==> config.mk <==
export PLATFORM = sky130hd
export DESIGN_NAME = nic_fifo
export DESIGN_NICKNAME = d
export VERILOG_FILES = /design/src/rtl/nic_pkg.sv /design/src/rtl/nic_fifo_buf.sv /design/src/rtl/nic_fifo.sv
export SDC_FILE = /design/constraint.sdc
export NUM_CORES = 1
export LEC_CHECK = 0
export ABC_AREA = 1
export CORE_AREA = 5 5 228 230
export DETAILED_ROUTE_END_ITERATION = 12
export DIE_AREA = 0 0 233 235
export PLACE_DENSITY = 0.75
export REMOVE_ABC_BUFFERS = 1
export SLEW_MARGIN = 20
export SYNTH_ARGS = -nofsm -noshare
export SYNTH_HDL_FRONTEND = slang
export SYNTH_SLANG_ARGS = --single-unit
==> constraint.sdc <==
create_clock -name clk -period 4.8 [get_ports clk]
set_input_delay 0.96 -clock clk [delete_from_list [all_inputs] [get_ports clk]]
set_output_delay 0.96 -clock clk [all_outputs]
set_load 0.1 [all_outputs]
==> src/rtl/nic_pkg.sv <==
// Shared constants for the NIC: CPU register map, status field layout and
// overflow-counter width.
package nic_pkg;

   localparam logic [1:0] ADDR_IN_DATA  = 2'b00;
   localparam logic [1:0] ADDR_IN_STAT  = 2'b01;
   localparam logic [1:0] ADDR_OUT_DATA = 2'b10;
   localparam logic [1:0] ADDR_OUT_STAT = 2'b11;

   // Status bit positions, counted from the numeric LSB of the status word
   localparam int STAT_FLAG_LSB = 0;
   localparam int STAT_CNT_LSB  = 1;
   localparam int STAT_OVF_LSB  = 8;

   localparam int OVF_W = 8;

endpackage

==> src/rtl/nic_fifo_buf.sv <==
// Count-tracked packet FIFO with synchronous push/pop and a registered head;
// pushes while full and pops while empty are ignored.
module nic_fifo_buf #(
   parameter int WIDTH = 64,
   parameter int DEPTH = 4
) (
   input  logic                     clk,
   input  logic                     reset,
   input  logic                     push,
   input  logic                     pop,
   input  logic [WIDTH-1:0]         din,
   output logic [WIDTH-1:0]         head,
   output logic [$clog2(DEPTH):0]   count,
   output logic                     full,
   output logic                     empty
);

   localparam int PTR_W = $clog2(DEPTH);
   localparam logic [PTR_W:0] CNT_FULL = DEPTH[PTR_W:0];

   logic [WIDTH-1:0] mem [DEPTH];
   logic [PTR_W-1:0] wr_ptr;
   logic [PTR_W-1:0] rd_ptr;
   logic [PTR_W-1:0] rd_ptr_nxt;
   logic             push_ok;
   logic             pop_ok;

   assign full       = (count == CNT_FULL);
   assign empty      = (count == '0);
   assign push_ok    = push && !full;
   assign pop_ok     = pop && !empty;
   assign rd_ptr_nxt = pop_ok ? rd_ptr + 1'b1 : rd_ptr;

   always_ff @(posedge clk or posedge reset) begin
      if (reset) begin
         wr_ptr <= '0;
         rd_ptr <= '0;
         count  <= '0;
      end else begin
         if (push_ok) wr_ptr <= wr_ptr + 1'b1;
         rd_ptr <= rd_ptr_nxt;
         case ({push_ok, pop_ok})
            2'b10:   count <= count + 1'b1;
            2'b01:   count <= count - 1'b1;
            default: count <= count;
         endcase
      end
   end

   always_ff @(posedge clk) begin
      if (push_ok) mem[wr_ptr] <= din;
   end

   // Bypass the incoming word when it becomes the new head this cycle
   always_ff @(posedge clk) begin
      head <= (push_ok && (wr_ptr == rd_ptr_nxt)) ? din : mem[rd_ptr_nxt];
   end

endmodule

==> src/rtl/nic_fifo.sv <==
// NIC between a processing element and its mesh router port, with DEPTH-entry
// FIFOs each way. Optional drop/underflow counter: NIC_OVERFLOW_CNT_EN.
module nic_fifo
   import nic_pkg::*;
#(
   parameter int   PACKET_WIDTH  = 64,
   parameter int   DEPTH         = 4,
   parameter logic SEND_POLARITY = 1'b1
) (
   input  logic                    clk,
   input  logic                    reset,
   input  logic [1:0]              addr,
   input  logic [0:PACKET_WIDTH-1] d_in,
   output logic [0:PACKET_WIDTH-1] d_out,
   input  logic                    nicEn,
   input  logic                    nicEnWR,
   input  logic                    net_si,
   output logic                    net_ri,
   input  logic [0:PACKET_WIDTH-1] net_di,
   output logic                    net_so,
   input  logic                    net_ro,
   output logic [0:PACKET_WIDTH-1] net_do,
   input  logic                    net_polarity
);

   localparam int CNT_W = $clog2(DEPTH) + 1;

   logic [PACKET_WIDTH-1:0] in_head;
   logic [PACKET_WIDTH-1:0] out_head;
   logic [CNT_W-1:0]        in_count;
   logic [CNT_W-1:0]        out_count;
   logic                    in_full, in_empty, out_full, out_empty;
   logic                    cpu_rd, cpu_wr, in_pop, out_push, send;
   logic [PACKET_WIDTH-1:0] d_out_nxt;
   logic [OVF_W-1:0]        ovf_cnt;

   assign cpu_rd   = nicEn && !nicEnWR;
   assign cpu_wr   = nicEn && nicEnWR;
   assign in_pop   = cpu_rd && (addr == ADDR_IN_DATA);
   assign out_push = cpu_wr && (addr == ADDR_OUT_DATA);
   assign net_ri   = !in_full;
   // Gating on net_so spaces sends at least two cycles apart
   assign send     = !out_empty && net_ro && (net_polarity == SEND_POLARITY) && !net_so;

   nic_fifo_buf #(.WIDTH(PACKET_WIDTH), .DEPTH(DEPTH)) u_in_buf (
      .clk   (clk),
      .reset (reset),
      .push  (net_si),
      .pop   (in_pop),
      .din   (net_di),
      .head  (in_head),
      .count (in_count),
      .full  (in_full),
      .empty (in_empty)
   );

   nic_fifo_buf #(.WIDTH(PACKET_WIDTH), .DEPTH(DEPTH)) u_out_buf (
      .clk   (clk),
      .reset (reset),
      .push  (out_push),
      .pop   (send),
      .din   (d_in),
      .head  (out_head),
      .count (out_count),
      .full  (out_full),
      .empty (out_empty)
   );

   function automatic logic [PACKET_WIDTH-1:0] pack_status(input logic             flag,
                                                           input logic [CNT_W-1:0] cnt,
                                                           input logic [OVF_W-1:0] ovf);
      logic [PACKET_WIDTH-1:0] s;
      s = '0;
      s[STAT_FLAG_LSB]           = flag;
      s[STAT_CNT_LSB +: CNT_W]   = cnt;
      s[STAT_OVF_LSB +: OVF_W]   = ovf;
      return s;
   endfunction

`ifdef NIC_OVERFLOW_CNT_EN
   logic ovf_evt;
   logic ovf_clr_pend;

   function automatic logic [OVF_W-1:0] sat_inc(input logic [OVF_W-1:0] v);
      return (v == '1) ? v : v + 1'b1;
   endfunction

   assign ovf_evt = (in_pop && in_empty) || (out_push && out_full);

   // A status read captures the count first; the clear lands one edge later
   always_ff @(posedge clk or posedge reset) begin
      if (reset) begin
         ovf_cnt      <= '0;
         ovf_clr_pend <= 1'b0;
      end else begin
         ovf_clr_pend <= cpu_rd && addr[0];
         if (ovf_clr_pend)
            ovf_cnt <= ovf_evt ? OVF_W'(1) : '0;
         else if (ovf_evt)
            ovf_cnt <= sat_inc(ovf_cnt);
      end
   end
`else
   assign ovf_cnt = '0;
`endif

   always_comb begin
      d_out_nxt = d_out;
      if (cpu_rd) begin
         case (addr)
            ADDR_IN_DATA:  d_out_nxt = in_empty ? '0 : in_head;
            ADDR_IN_STAT:  d_out_nxt = pack_status(!in_empty, in_count, ovf_cnt);
            ADDR_OUT_STAT: d_out_nxt = pack_status(out_full, out_count, ovf_cnt);
            default:       d_out_nxt = '0;
         endcase
      end
   end

   always_ff @(posedge clk or posedge reset) begin
      if (reset) d_out <= '0;
      else       d_out <= d_out_nxt;
   end

   always_ff @(posedge clk or posedge reset) begin
      if (reset) begin
         net_so <= 1'b0;
         net_do <= '0;
      end else begin
         net_so <= send;
         if (send) net_do <= out_head;
      end
   end

endmodule

; After elaboration in Yosys (flattened, before gate mapping)
; Memories as Yosys holds them, arrays and structs flattened. A register that Yosys moved wholly into a read port is not among the register bits.
; Cells that the tools add are included.
[classes]
addsub = 8
n_eq_ne = 9
n_mux = 10
reduce_logical = 22
[ops]
columns = op, count
row1 = $pmux 64 s3, 1
row2 = $mux 64, 1
row3 = $pmux 3 s2, 2
row4 = $logic_and 1x1->1, 11
row5 = $add 2x1->2 const B, 4
row6 = $eq 2x2->1 const B, 4
row7 = $add 3x1->3 const B, 2
row8 = $eq 2x1->1 const B, 3
row9 = $eq 3x3->1 const B, 2
row10 = $logic_not 1->1, 6
row11 = $logic_not 3->1, 2
row12 = $sub 3x1->3 const B, 2
row13 = $mux 1, 4
row14 = $mux 2, 2
row15 = $reduce_bool 2->1, 2
row16 = $logic_not 2->1, 1
[totals]
reg_bits = 143
ram_bits = 512
input_bits = 137
out_inout_bits = 130
word_cells = 60
mem_count = 2
[mem_list]
columns = memory, words, width, read_ports, rd_clocked_by_memory_dff, write_ports, line_no
row1 = u_in_buf.mem, 4, 64, 1, 1, 1, nic_fifo_buf.sv:21  ; logic [WIDTH-1:0] mem [DEPTH];
row2 = u_out_buf.mem, 4, 64, 1, 1, 1, nic_fifo_buf.sv:21

; Logic depth before layout (Yosys ltp)
; Gate-level depths: netlist of the first run.
[logic_depth]
ltp_word = 8
mapped_depth = 11
mapped_depth_nobuf = 10

; Hierarchy
; A second synthesis of the first run with hierarchy kept.
[hier_totals]
hier_cells = 2201
hier_area_um2 = 26217.6
[by_module_without_submodules]
columns = module, instances, cells_per_inst, area_per_inst_um2
row1 = nic_fifo_buf (u_in_buf), 1, 811, 10565.1
row2 = nic_fifo_buf (u_out_buf), 1, 811, 10555.1
row3 = nic_fifo, 1, 579, 5097.4

; Worst setup path after synthesis of the first run
; No wires, ideal clock.
[synth_timing]
kind = reg2reg
start = register u_in_buf.count[1]
end = memory u_in_buf.mem[0][0], enable pin
arrival_ps = 4338
t_required_ps = 4314
slack_ps = -25
path_stages_with_launch = 5
path_cell_list = dfrtp_1 inv_1 nand3_1 nand2_1 nor2_1
[synth_via]
elab_chain_len = 5
[synth_lines]
columns = element, line_no
row1 = from (decl), nic_fifo_buf.sv:13  ; output logic [$clog2(DEPTH):0] count,
row2 = from (signal assigned), nic_fifo_buf.sv:43  ; 2'b10: count <= count + 1'b1;
row3 = from (signal assigned), nic_fifo_buf.sv:44  ; 2'b01: count <= count - 1'b1;
row4 = from (signal assigned), nic_fifo_buf.sv:45  ; default: count <= count;
row5 = $eq 3x3->1, nic_fifo_buf.sv:28  ; assign full = (count == CNT_FULL);
row6 = $logic_not 1->1, -
row7 = named net net_ri, nic_fifo.sv:18  ; output logic net_ri,
row8 = $logic_and 1x1->1, nic_fifo_buf.sv:30  ; assign push_ok = push && !full;
row9 = $mux 1, nic_fifo_buf.sv:51  ; if (push_ok) mem[wr_ptr] <= din;
row10 = $mux 1 (not written as such), nic_fifo_buf.sv:51
row11 = to (decl), nic_fifo_buf.sv:21
; The timed path passes the listed nets, and every way through them passes these cells.

; Worst setup path after layout of the first run
[layout_timing]
start = register u_in_buf.count[0]
end = output port net_ri
[layout_via]
elab_chain_len = 2
[layout_lines]
columns = element, line_no
row1 = $eq 3x3->1, nic_fifo_buf.sv:28
row2 = $logic_not 1->1, nic_fifo.sv:41  ; assign net_ri = !in_full;
row3 = to (decl), nic_fifo.sv:18
; No other way between the ends.

==> results of run 1 <==
-- synthesized netlist by cell type (7+ instances only) --
cell      instances  area [sq um]
buf_1             7         26.28
buf_2            48         240.2
buf_4             7         52.55
clkbuf_1         42         157.7
dfrtp_1         143          3578
edfxtp_1        512         15370
ha_1             10         125.1
inv_1            38         142.6
nand2_1         603          2263
nand3_1         129         645.6
nor2_1          208         780.8
o21ai_0         201          1006
o21ai_1          55         275.3
-- worst max-delay path: stages, from the launching register on --
cell,delay [ns]
dfrtp_1,0.37
inv_1,0.11
nand3_1,0.11
clkdlybuf4s50_1,1.15
-- per-stage QoR --
stage | TNS [ns] | worst slack [ns] | hold slack [ns] | util, %
floorplan | -36.58 | -0.5582 | 0.4322 | -
global placement | 0 | 1.355 | 0.4440 | 57.05
detailed placement | 0 | 1.309 | 0.4473 | 57.11
CTS | 0 | 1.483 | 0.4553 | 61.22
global route | 0 | 1.445 | 0.4585 | 61.22
finish | 0 | 1.527 | 0.4507 | 61.23
-- cell families after synthesis --
| logic type | count (synthesis) | synth area share [%] |
|---|---|---|
| flip-flops | 659 | 75.99 |
| adder cells (fa/ha/maj) | 12 | 0.6594 |
| AND/OR/NAND/NOR | 949 | 15.01 |
| buffers and inverters | 150 | 2.743 |
| AO/OA/AOI/OAI | 264 | 5.320 |
| XOR/XNOR | 8 | 0.2798 |
-- power groups by stage --
stage	Sequential, mW	Clock (mW)	Combinational [mW]
2_1_floorplan	10.7	0	2.44
3_3_place_gp	7.81	0	7.25
3_5_place_dp	7.76	0	7.50
4_1_cts	7.66	4.92	7.54
5_1_grt	7.76	5.17	8.04
6_report	7.66	4.84	7.47
-- sequential cells by signal, summed over array words and instances, names as in the netlist, named ones only --
register	flops
u_out_buf.wr_ptr	2
u_in_buf.wr_ptr	2
u_in_buf.rd_ptr	2
net_so	1
u_out_buf.count	3
net_do	64
u_in_buf.count	3
u_in_buf.mem	256
u_out_buf.mem	256
d_out	64
u_out_buf.rd_ptr	2
-- routing by layer --
layer	vias up	routed length, microns
met5	-	119
met4	16	1079
met3	105	4606
met2	538	26730
met1	7703	23120
li1	7494	-
-- worst max path at each step --
| stage | startpoint | end | slack [ns] |
|---|---|---|---|
| after floorplan | flip-flop | d_out[61]$_DFFE_PP0N_ | -0.56 |
| after global placement | addr[1] | u_out_buf.mem[2][63]$_DFFE_PP_ | 1.35 |
| after detailed placement | addr[1] | u_out_buf.mem[2][63]$_DFFE_PP_ | 1.31 |
| after CTS | u_in_buf.count[0]$_DFFE_PP0P_ | net_ri | 1.48 |
| after global routing | u_in_buf.count[0]$_DFFE_PP0P_ | net_ri | 1.44 |
| final | u_in_buf.count[0]$_DFFE_PP0P_ | net_ri | 1.53 |
-- final cells by class --
class	instances	area [sq um]	share of cell area, %
Tap cell	672	840.8	2.765
Multi-Input combinational cell	1233	5395	17.74
Clock buffer	103	1924	6.329
Inverter	41	162.7	0.5350
Clock inverter	17	116.4	0.3827
Sequential cell	659	19050	62.64
Timing Repair Buffer	288	2914	9.584
Antenna cell	2	5.005	0.01646
==> summary.md, run 1 <==
| Metric | Value |
|---|---|
| Vias | `around 16000` |
| Routed WL per cell | `between 15 and 20 microns` |
| GR peak layer | `met2` |
| Met3 usage | `between 4 and 5%` |
| Post-Syn Area | `approximately 0.025 sq mm` |
| Setup Skew | `between 0.015 and 0.02 ns` |
| Vias in the first global route | `about 16000` |
| FF+latch count, synth | `between 600 and 700` |
| CTS Buffer Depth | `3` |
| Unrepaired setup endpoints after global routing | `false` |
| FF-to-FF path depth | `7` |
| Switching power | `just over 8 mW` |
| Placed inst area | `0.02836 sq mm` |
| Core ar. | `slightly below 0.05 sq mm` |
| Switching part of the total | `roughly 41%` |
| Status | `completed` |
| FF-to-FF End | `u_out_buf.count[2]$_DFFE_PP0P_` |
| Row cnt | `82` |
| Die area | `0.05476 sq mm` |
| Die width | `233 microns` |
| Commonest non-fill, non-tap cell in the layout | `nand2_1` |
| Post-CTS Hold Fix Bufs | `0` |
| CTS tree | `done` |
| Clk pwr share | `~24%` |
| GR Util All Layers | `approximately a fifth` |
| Int Pwr | `11.76 mW` |
| Max Transition Viols Final | `0` |
| Total grt overflow | `0` |
| Worst slew pin tran | `between 1 and 1.5 ns` |
| Hold path start | `u_out_buf.rd_ptr[1]$_DFF_PP0_` |
| CP Max Fanout | `4` |
| Cell count after synthesis | `2042` |
| Final Hold Vio Count | `0` |
| R2r setup slk | `roughly 2.2 ns` |
| H-tree depth | `3` |
| CP endpoint kind | `output pin` |
| Hold Crit Class | `flip-flop to flip-flop` |
| Initial DRC count | `1361` |
| Post-synth ARST share | `between 20% and 30%` |
| Worst r2r src | `u_out_buf.count[0]$_DFFE_PP0P_` |
| Yosys warns | `0` |
| Clk root buf | `clkbuf_16` |
| Ports | `between 200 and 300` |
| Final min period | `3.273 ns` |
| CP required | `around 3.8 ns` |
| WHS Path Cells | `1` |
| Final setup fails | `0` |
| Remaining DRCs | `0` |
| Relative slew slack | `approximately 28%` |
| Total wire length | `roughly 56000 microns` |
| Seq pwr share | `a little under two fifths` |
| Fin cells | `roughly 3000` |
| ANT nets after route | `0` |
| Met2 layer usage reported by global route | `between 30% and 40%` |
| F_max | `roughly 310 MHz` |
| Gate power share | `between 30 and 40%` |
| P&R area growth vs syn | `21.39%` |
| # clock sinks | `around 660` |
| Startpoint Class | `flip-flop` |
| Final net count | `around 2400` |
| Vias per cell | `5.259` |
| Layout cells sized above 1 | `5.852%` |
| IO buf count | `about 270` |
| Final instance area | `about 0.03 sq mm` |
| Placer Congestion | `around 0.76` |
| Synth Area per Inst | `12.27 sq um` |
| LEAKAGE | `around 11 nW` |
| First-pass GRT wire length | `about 86000 microns` |
| Post-CTS Setup Bufs | `0` |
| Pwr Density | `about 660 mW/mm^2` |
| Post-DP HPWL | `~32000 microns` |
| Clk slew on worst S/H paths | `about 0.06 ns` |
| TritonCTS buffer count | `66` |
| Design Power | `19.97 mW` |
| Number of fill cells | `3786` |
| Worst path arrival time | `between 2 and 2.5 ns` |
| First drt pass iteration count | `5` |
| Final worst-path cycle share | `slightly below 70%` |
| # resized after CTS | `0` |
| IR drop worst, VDD | `between 0.0005 and 0.0006 V` |
| GR Util met1 | `a little over a quarter` |
| Max Cap Viol | `0` |
| Clock Latency Late Sink | `0.58 ns` |
| EDFF count, synth | `between 500 and 600` |
| Largest net degree at the start of global routing | `around 130` |
| Initial Utilization | `around 50%` |
| Initial antenna violation count | `9` |
| Die H | `around 240 microns` |
| Most frequent cells in the layout | `603 x nand2_1, 512 x edfxtp_1, 266 x clkdlybuf4s50_1` |
| Sequential share of the synthesized area | `about 76%` |
| Post-Place Cells | `between 2000 and 3000` |
| Yosys cell types | `27` |
| Top_reg_cell synth | `edfxtp_1` |
| Critical path type | `flip-flop to output pin` |
Power figures use the tool's default switching activity.
==> run 2: changes to the inputs <==
==> constraint.sdc (replaced) <==
create_clock -name clk -period 2.99 [get_ports clk]
set_input_delay 0.598 -clock clk [delete_from_list [all_inputs] [get_ports clk]]
set_output_delay 0.598 -clock clk [all_outputs]
set_load 0.1 [all_outputs]
==> summary.md, run 2 (same netlist as run 1, synthesis figures left out) <==
| Metric | Value |
|---|---|
| Status | `completed (unchanged)` |
| Remaining DRCs | `0 (unchanged)` |
| Met3 usage | `5.010% (was 4.974%)` |
| Hold Crit Class | `input port to asynchronous set/reset pin (was flip-flop to flip-flop)` |
| Routed WL per cell | `18.58 microns (was 18.46 microns)` |
| # resized after CTS | `0 (unchanged)` |
| Pre-CTS setup slack | `0.2945 ns (was 1.309 ns)` |
| Startpoint Class | `flip-flop (unchanged)` |
| IR drop worst, VDD | `0.0006357 V (was 0.0005724 V)` |
| Final min period | `around 2.4 ns` |
| Setup TNS | `0 ns (unchanged)` |
| Vias | `16019 (was 15856)` |
| Number of fill cells | `3736 (was 3786)` |
| Post-Place Cells | `2907 (was 2893)` |
| Ports | `267 (unchanged)` |
| First drt pass iteration count | `5 (unchanged)` |
| Row cnt | `82 (unchanged)` |
| Clk slew on worst S/H paths | `0.06 ns (about the same)` |
| F_max | `just over 400 MHz` |
| Setup Skew | `0.01473 ns (was 0.01649 ns)` |
| Switching part of the total | `40.65% (was 41.13%)` |
| Regs by FF count | `u_in_buf.mem x256, u_out_buf.mem x256 (unchanged)` |
| Vias in the first global route | `16046 (was 16044)` |
| Seq pwr share | `37.7% (was 38.4%)` |
| Most frequent cells in the layout | `603 x nand2_1, 512 x edfxtp_1, 201 x o21ai_0 (was 603 x nand2_1, 512 x edfxtp_1, 266 x clkdlybuf4s50_1)` |
| CTS tree | `done (unchanged)` |
| Critical path type | `flip-flop to flip-flop (was flip-flop to output pin)` |
| H-tree depth | `3 (unchanged)` |
| Final net count | `2452 (was 2438)` |
| Core ar. | `0.04966 sq mm (unchanged)` |
| Clock Latency Late Sink | `0.59 ns (was 0.58 ns)` |
| Final WS setup | `0.5782 ns (was 1.527 ns)` |
| CP Max Fanout | `41 (was 4)` |
| Initial DRC count | `1382 (was 1361)` |
| Pwr Density | `1073 mW/mm^2 (was 657.0 mW/mm^2)` |
| TritonCTS buffer count | `66 (unchanged)` |
| GR Util All Layers | `20.23% (was 19.94%)` |
| Final setup fails | `0 (unchanged)` |
| Max Transition Viols Final | `0 (unchanged)` |
| GR Util met1 | `27.27% (was 26.86%)` |
| Worst slew pin tran | `0.8842 ns (was 1.075 ns)` |
| Final Hold Vio Count | `0 (unchanged)` |
| First-pass GRT wire length | `87680 microns (was 86470 microns)` |
| Vias per cell | `5.289 (was 5.259)` |
| Die width | `233 microns (unchanged)` |
| P&R area growth vs syn | `21.98% (was 21.39%)` |
| Commonest non-fill, non-tap cell in the layout | `nand2_1 (unchanged)` |
| Worst path arrival time | `2.88 ns (was 2.31 ns)` |
| Gate power share | `36.2% (was 37.4%)` |
| Layout cells sized above 1 | `12.48% (was 5.852%)` |
| CTS Buffer Depth | `3 (unchanged)` |
| Total grt overflow | `0 (unchanged)` |
| Post-DP HPWL | `32580 microns (was 32460 microns)` |
| IO buf count | `266 (unchanged)` |
| Clk root buf | `clkbuf_16 (unchanged)` |
| Post-CTS Setup Bufs | `0 (unchanged)` |
| CP endpoint kind | `flip-flop (was output pin)` |
| Worst hold margin | `0.4684 ns (was 0.4507 ns)` |
| Clk pwr share | `26.1% (was 24.2%)` |
| Post-CTS Hold Fix Bufs | `0 (unchanged)` |
| ANT nets after route | `0 (unchanged)` |
| Fin cells | `3029 (was 3015)` |
| Largest net degree at the start of global routing | `129 (unchanged)` |
| Relative slew slack | `41.06% (was 27.90%)` |
| Max Cap Viol | `0 (unchanged)` |
| # clock sinks | `659 (unchanged)` |
| Die area | `0.05476 sq mm (unchanged)` |
| Switching power | `13.32 mW (was 8.215 mW)` |
| Initial antenna violation count | `9 (unchanged)` |
| CP required | `3.46 ns (was 3.84 ns)` |
| Unrepaired setup endpoints after global routing | `false (unchanged)` |
| LEAKAGE | `11.90 nW (was 11.47 nW)` |
| Placer Congestion | `0.7867 (was 0.7622)` |
| Die H | `235 microns (unchanged)` |
| Met2 layer usage reported by global route | `33.36% (was 32.55%)` |
| Int Pwr | `19.45 mW (was 11.76 mW)` |
| Final worst-path cycle share | `80.66%` |
| Total wire length | `56260 microns (was 55650 microns)` |
| Design Power | `32.77 mW (was 19.97 mW)` |
| GR peak layer | `met2 (unchanged)` |
| Initial Utilization | `50.44% (unchanged)` |
-- run 2: cell count changes in the layout (fill, tap and decap cells not counted), moves of 2 or more --
cell and delta:
clkinvlp_4 +2, clkbuf_16 +2, clkdlybuf4s50_1 -130, buf_4 +134, clkinv_1 +6, buf_12 +12
bufinv_16 +7, clkbuf_1 -18
-- run 2: power by group through the flow --
| stage | clock, mW | combinational, mW | sequential [mW] |
|---|---|---|---|
| after floorplan | 0 | 3.92 | 17.1 |
| after global placement | 0 | 11.7 | 12.5 |
| after detailed placement | 0 | 11.9 | 12.5 |
| after CTS | 8.69 | 12.0 | 12.4 |
| after global routing | 9.14 | 12.8 | 12.5 |
| final | 8.55 | 11.9 | 12.4 |
-- run 2: worst paths after layout --
kind	cells past startpoint	slack [ns]	to
worst max-delay path	6	0.58	net_do[4]$_DFFE_PP0N_
worst min-delay path	2	0.47	d_out[4]$_DFFE_PP0N_
worst max register to register	6	0.58	net_do[4]$_DFFE_PP0N_
worst min register to register	1	0.47	u_in_buf.rd_ptr[1]$_DFF_PP0_
max in group asynchronous	3	1.79	net_do[43]$_DFFE_PP0N_
min in group clk	1	0.47	u_in_buf.rd_ptr[1]$_DFF_PP0_
-- run 2: cell type report --
class	count	area (sq um)	area share, %
flip-flops and latches	659	19050	62.34
multi-input cells	1233	5395	17.66
repair buffers	302	2820	9.231
clock buffers	87	1907	6.241
well taps	672	840.8	2.752
clock inverters	34	377.9	1.237
inverters	41	162.7	0.5324
diodes	1	2.502	0.008191
-- run 2: critical path: stages, from the launching register on --
cell	delay, ns
dfxtp_4	0.60
clkinv_2	0.59
buf_4	0.46
o21ai_0	0.23
o21ai_0	0.20
nand2_1	0.12
nand2_1	0.07
-- run 2: metal layers --
layer  vias to the layer above  share of wire, %
met2                       569                49
met5                         -              0.17
met1                      7829                41
met4                        16               1.5
met3                        78               8.6
li1                       7527                 -
-- run 2: stage by stage --
stage          area (sq um)  utilization [%]
6_report              30550            61.52
5_1_grt               30550            61.52
4_1_cts               30550            61.52
3_5_place_dp          28260            56.92
3_3_place_gp          28260            56.92
2_1_floorplan         24510                -
==> run 3: changes to the inputs <==
==> constraint.sdc (replaced) <==
create_clock -name clk -period 2.2 [get_ports clk]
set_input_delay 0.44 -clock clk [delete_from_list [all_inputs] [get_ports clk]]
set_output_delay 0.44 -clock clk [all_outputs]
set_load 0.1 [all_outputs]
==> summary.md, run 3 (same netlist as run 1, synthesis figures left out) <==
| Metric | Value |
|---|---|
| Vias per cell | `5.353 (was 5.289)` |
| Worst path arrival time | `2.45 ns (was 2.88 ns)` |
| Clock Latency Late Sink | `0.60 ns (was 0.59 ns)` |
| Post-layout util | `62.19% (was 61.52%)` |
| CTS Buffer Depth | `3 (unchanged)` |
| FF-to-FF End | `u_in_buf.count[2]$_DFFE_PP0P_ (was net_do[4]$_DFFE_PP0N_)` |
| Clk slew on worst S/H paths | `0.06 ns (about the same)` |
| Critical path type | `flip-flop to flip-flop (unchanged)` |
| IR drop worst, VDD | `0.0009738 V (was 0.0006357 V)` |
| Final instance area | `0.03088 sq mm (was 0.03055 sq mm)` |
| Pwr Density | `1440 mW/mm^2 (was 1073 mW/mm^2)` |
| Initial Utilization | `50.44% (unchanged)` |
| H-tree depth | `3 (unchanged)` |
| Post-Place Cells | `2943 (was 2907)` |
| Design Power | `44.46 mW (was 32.77 mW)` |
| Vias in the first global route | `16593 (was 16046)` |
| Routed WL per cell | `19.05 microns (was 18.58 microns)` |
| Initial antenna violation count | `7 (was 9)` |
| # resized after CTS | `0 (unchanged)` |
| Commonest non-fill, non-tap cell in the layout | `nand2_1 (unchanged)` |
| TritonCTS buffer count | `67 (was 66)` |
| Most frequent cells in the layout | `603 x nand2_1, 512 x edfxtp_1, 201 x o21ai_0 (unchanged)` |
| Multi-input gate area | `0.005395 sq mm (unchanged)` |
| Worst slew pin tran | `0.8413 ns (was 0.8842 ns)` |
| Largest net degree at the start of global routing | `129 (unchanged)` |
| Max Cap Viol | `0 (unchanged)` |
| Worst r2r src | `u_in_buf.count[0]$_DFFE_PP0P_` |
| Post-CTS Setup Bufs | `0 (unchanged)` |
| Post-CTS Hold Fix Bufs | `0 (unchanged)` |
| Status | `completed (unchanged)` |
| Vias | `16407 (was 16019)` |
| Final Hold Vio Count | `0 (unchanged)` |
| ANT nets after route | `0 (unchanged)` |
| Crit. Startpoint | `u_in_buf.count[0]$_DFFE_PP0P_` |
| IO buf count | `266 (unchanged)` |
| Layout cells sized above 1 | `13.42% (was 12.48%)` |
| Regs by FF count | `u_in_buf.mem x256, u_out_buf.mem x256 (unchanged)` |
| GR Util All Layers | `21.09% (was 20.23%)` |
| Number of fill cells | `3686 (was 3736)` |
| Die width | `233 microns (unchanged)` |
| Die H | `235 microns (unchanged)` |
| CP Max Fanout | `4 (was 41)` |
| Final net count | `2489 (was 2452)` |
| Setup Skew | `0.01815 ns (was 0.01473 ns)` |
| Initial DRC count | `1469 (was 1382)` |
| Row cnt | `82 (unchanged)` |
| CTS tree | `done (unchanged)` |
| P&R area growth vs syn | `23.30% (was 21.98%)` |
| Relative slew slack | `43.91% (was 41.06%)` |
| Startpoint Class | `flip-flop (unchanged)` |
| Final setup fails | `0 (unchanged)` |
| Reg area | `0.01905 sq mm (unchanged)` |
| Unrepaired setup endpoints after global routing | `false (unchanged)` |
| Final worst-path cycle share | `90.58% (was 80.66%)` |
| Die area | `0.05476 sq mm (unchanged)` |
| F_max | `501.8 MHz (was 414.6 MHz)` |
| Ports | `267 (unchanged)` |
| Placed inst area | `0.02872 sq mm (was 0.02826 sq mm)` |
| Final min period | `1.993 ns (was 2.412 ns)` |
| R2r setup slk | `0.21 ns (was 0.58 ns)` |
| Core ar. | `0.04966 sq mm (unchanged)` |
| Remaining DRCs | `0 (unchanged)` |
| Hold Crit Class | `input port to asynchronous set/reset pin (unchanged)` |
| Max Transition Viols Final | `0 (unchanged)` |
| Clk root buf | `clkbuf_16 (unchanged)` |
| # clock sinks | `659 (unchanged)` |
| CP required | `2.66 ns (was 3.46 ns)` |
| FF-to-FF path depth | `9 (was 6)` |
| Total wire length | `58390 microns (was 56260 microns)` |
| First-pass GRT wire length | `90920 microns (was 87680 microns)` |
| Fin cells | `3065 (was 3029)` |
| LEAKAGE | `12.08 nW (was 11.90 nW)` |
| Placer Congestion | `0.7723 (was 0.7867)` |
| CP endpoint kind | `flip-flop (unchanged)` |
| Post-DP HPWL | `35490 microns (was 32580 microns)` |
| First drt pass iteration count | `5 (unchanged)` |
| Total grt overflow | `0 (unchanged)` |
==> run 3: worst max path at each step <==
stage,to
3_3_place_gp,u_in_buf.count[2]$_DFFE_PP0P_
4_1_cts,net_ri
2_1_floorplan,d_out[61]$_DFFE_PP0N_
3_5_place_dp,u_in_buf.count[2]$_DFFE_PP0P_
6_report,u_in_buf.count[2]$_DFFE_PP0P_
5_1_grt,u_in_buf.count[2]$_DFFE_PP0P_
==> run 3: worst max-delay path, cell delays in order, from the launching register on <==
cell	delay [ns]
dfrtp_1	0.39
inv_1	0.16
nand3_1	0.14
nand2_1	0.17
ha_1	0.16
inv_1	0.06
fa_1	0.38
a21oi_1	0.15
o21ai_0	0.11
xor2_1	0.16
==> run 3: layout make-up <==
| type | count | share of cell area [%] |
|---|---|---|
| inverter | 41 | 0.5267 |
| tap | 672 | 2.723 |
| clock inverter | 18 | 0.5510 |
| antenna | 1 | 0.008103 |
| clock buffer | 103 | 6.434 |
| timing repair buffer | 338 | 10.62 |
| sequential | 659 | 61.67 |
| multi-input combinational | 1233 | 17.47 |
==> run 3: where the power goes <==
| group | switching (mW) | internal, mW | total [mW] | leakage [nW] |
|---|---|---|---|---|
| clock | 4.51 | 6.58 | 11.1 | 1.06 |
| combinational | 12.6 | 4.13 | 16.7 | 4.50 |
| sequential | 1.09 | 15.6 | 16.7 | 6.52 |
==> run 3: metal layers <==
metal / share of wire [%] / routed length [microns] / vias to the layer above / GRT usage (%)
li1: - / - / 7595 / -
met1: 39 / 22680 / 8083 / 27.05
met2: 50 / 29280 / 629 / 35.72
met3: 9.0 / 5238 / 88 / 5.505
met4: 1.9 / 1103 / 12 / 6.033
met5: 0.15 / 85 / - / 0
==> run 3: per-stage QoR <==
step	TNS [ns]	setup WS, ns	hold slack (ns)
global placement	-23.10	-0.2138	0.4433
CTS	0	0.1843	0.2164
detailed placement	-34.48	-0.2265	0.4577
global route	0	0.06162	0.2471
finish	0	0.2073	0.2309
floorplan	-1810.08	-3.158	0.4322
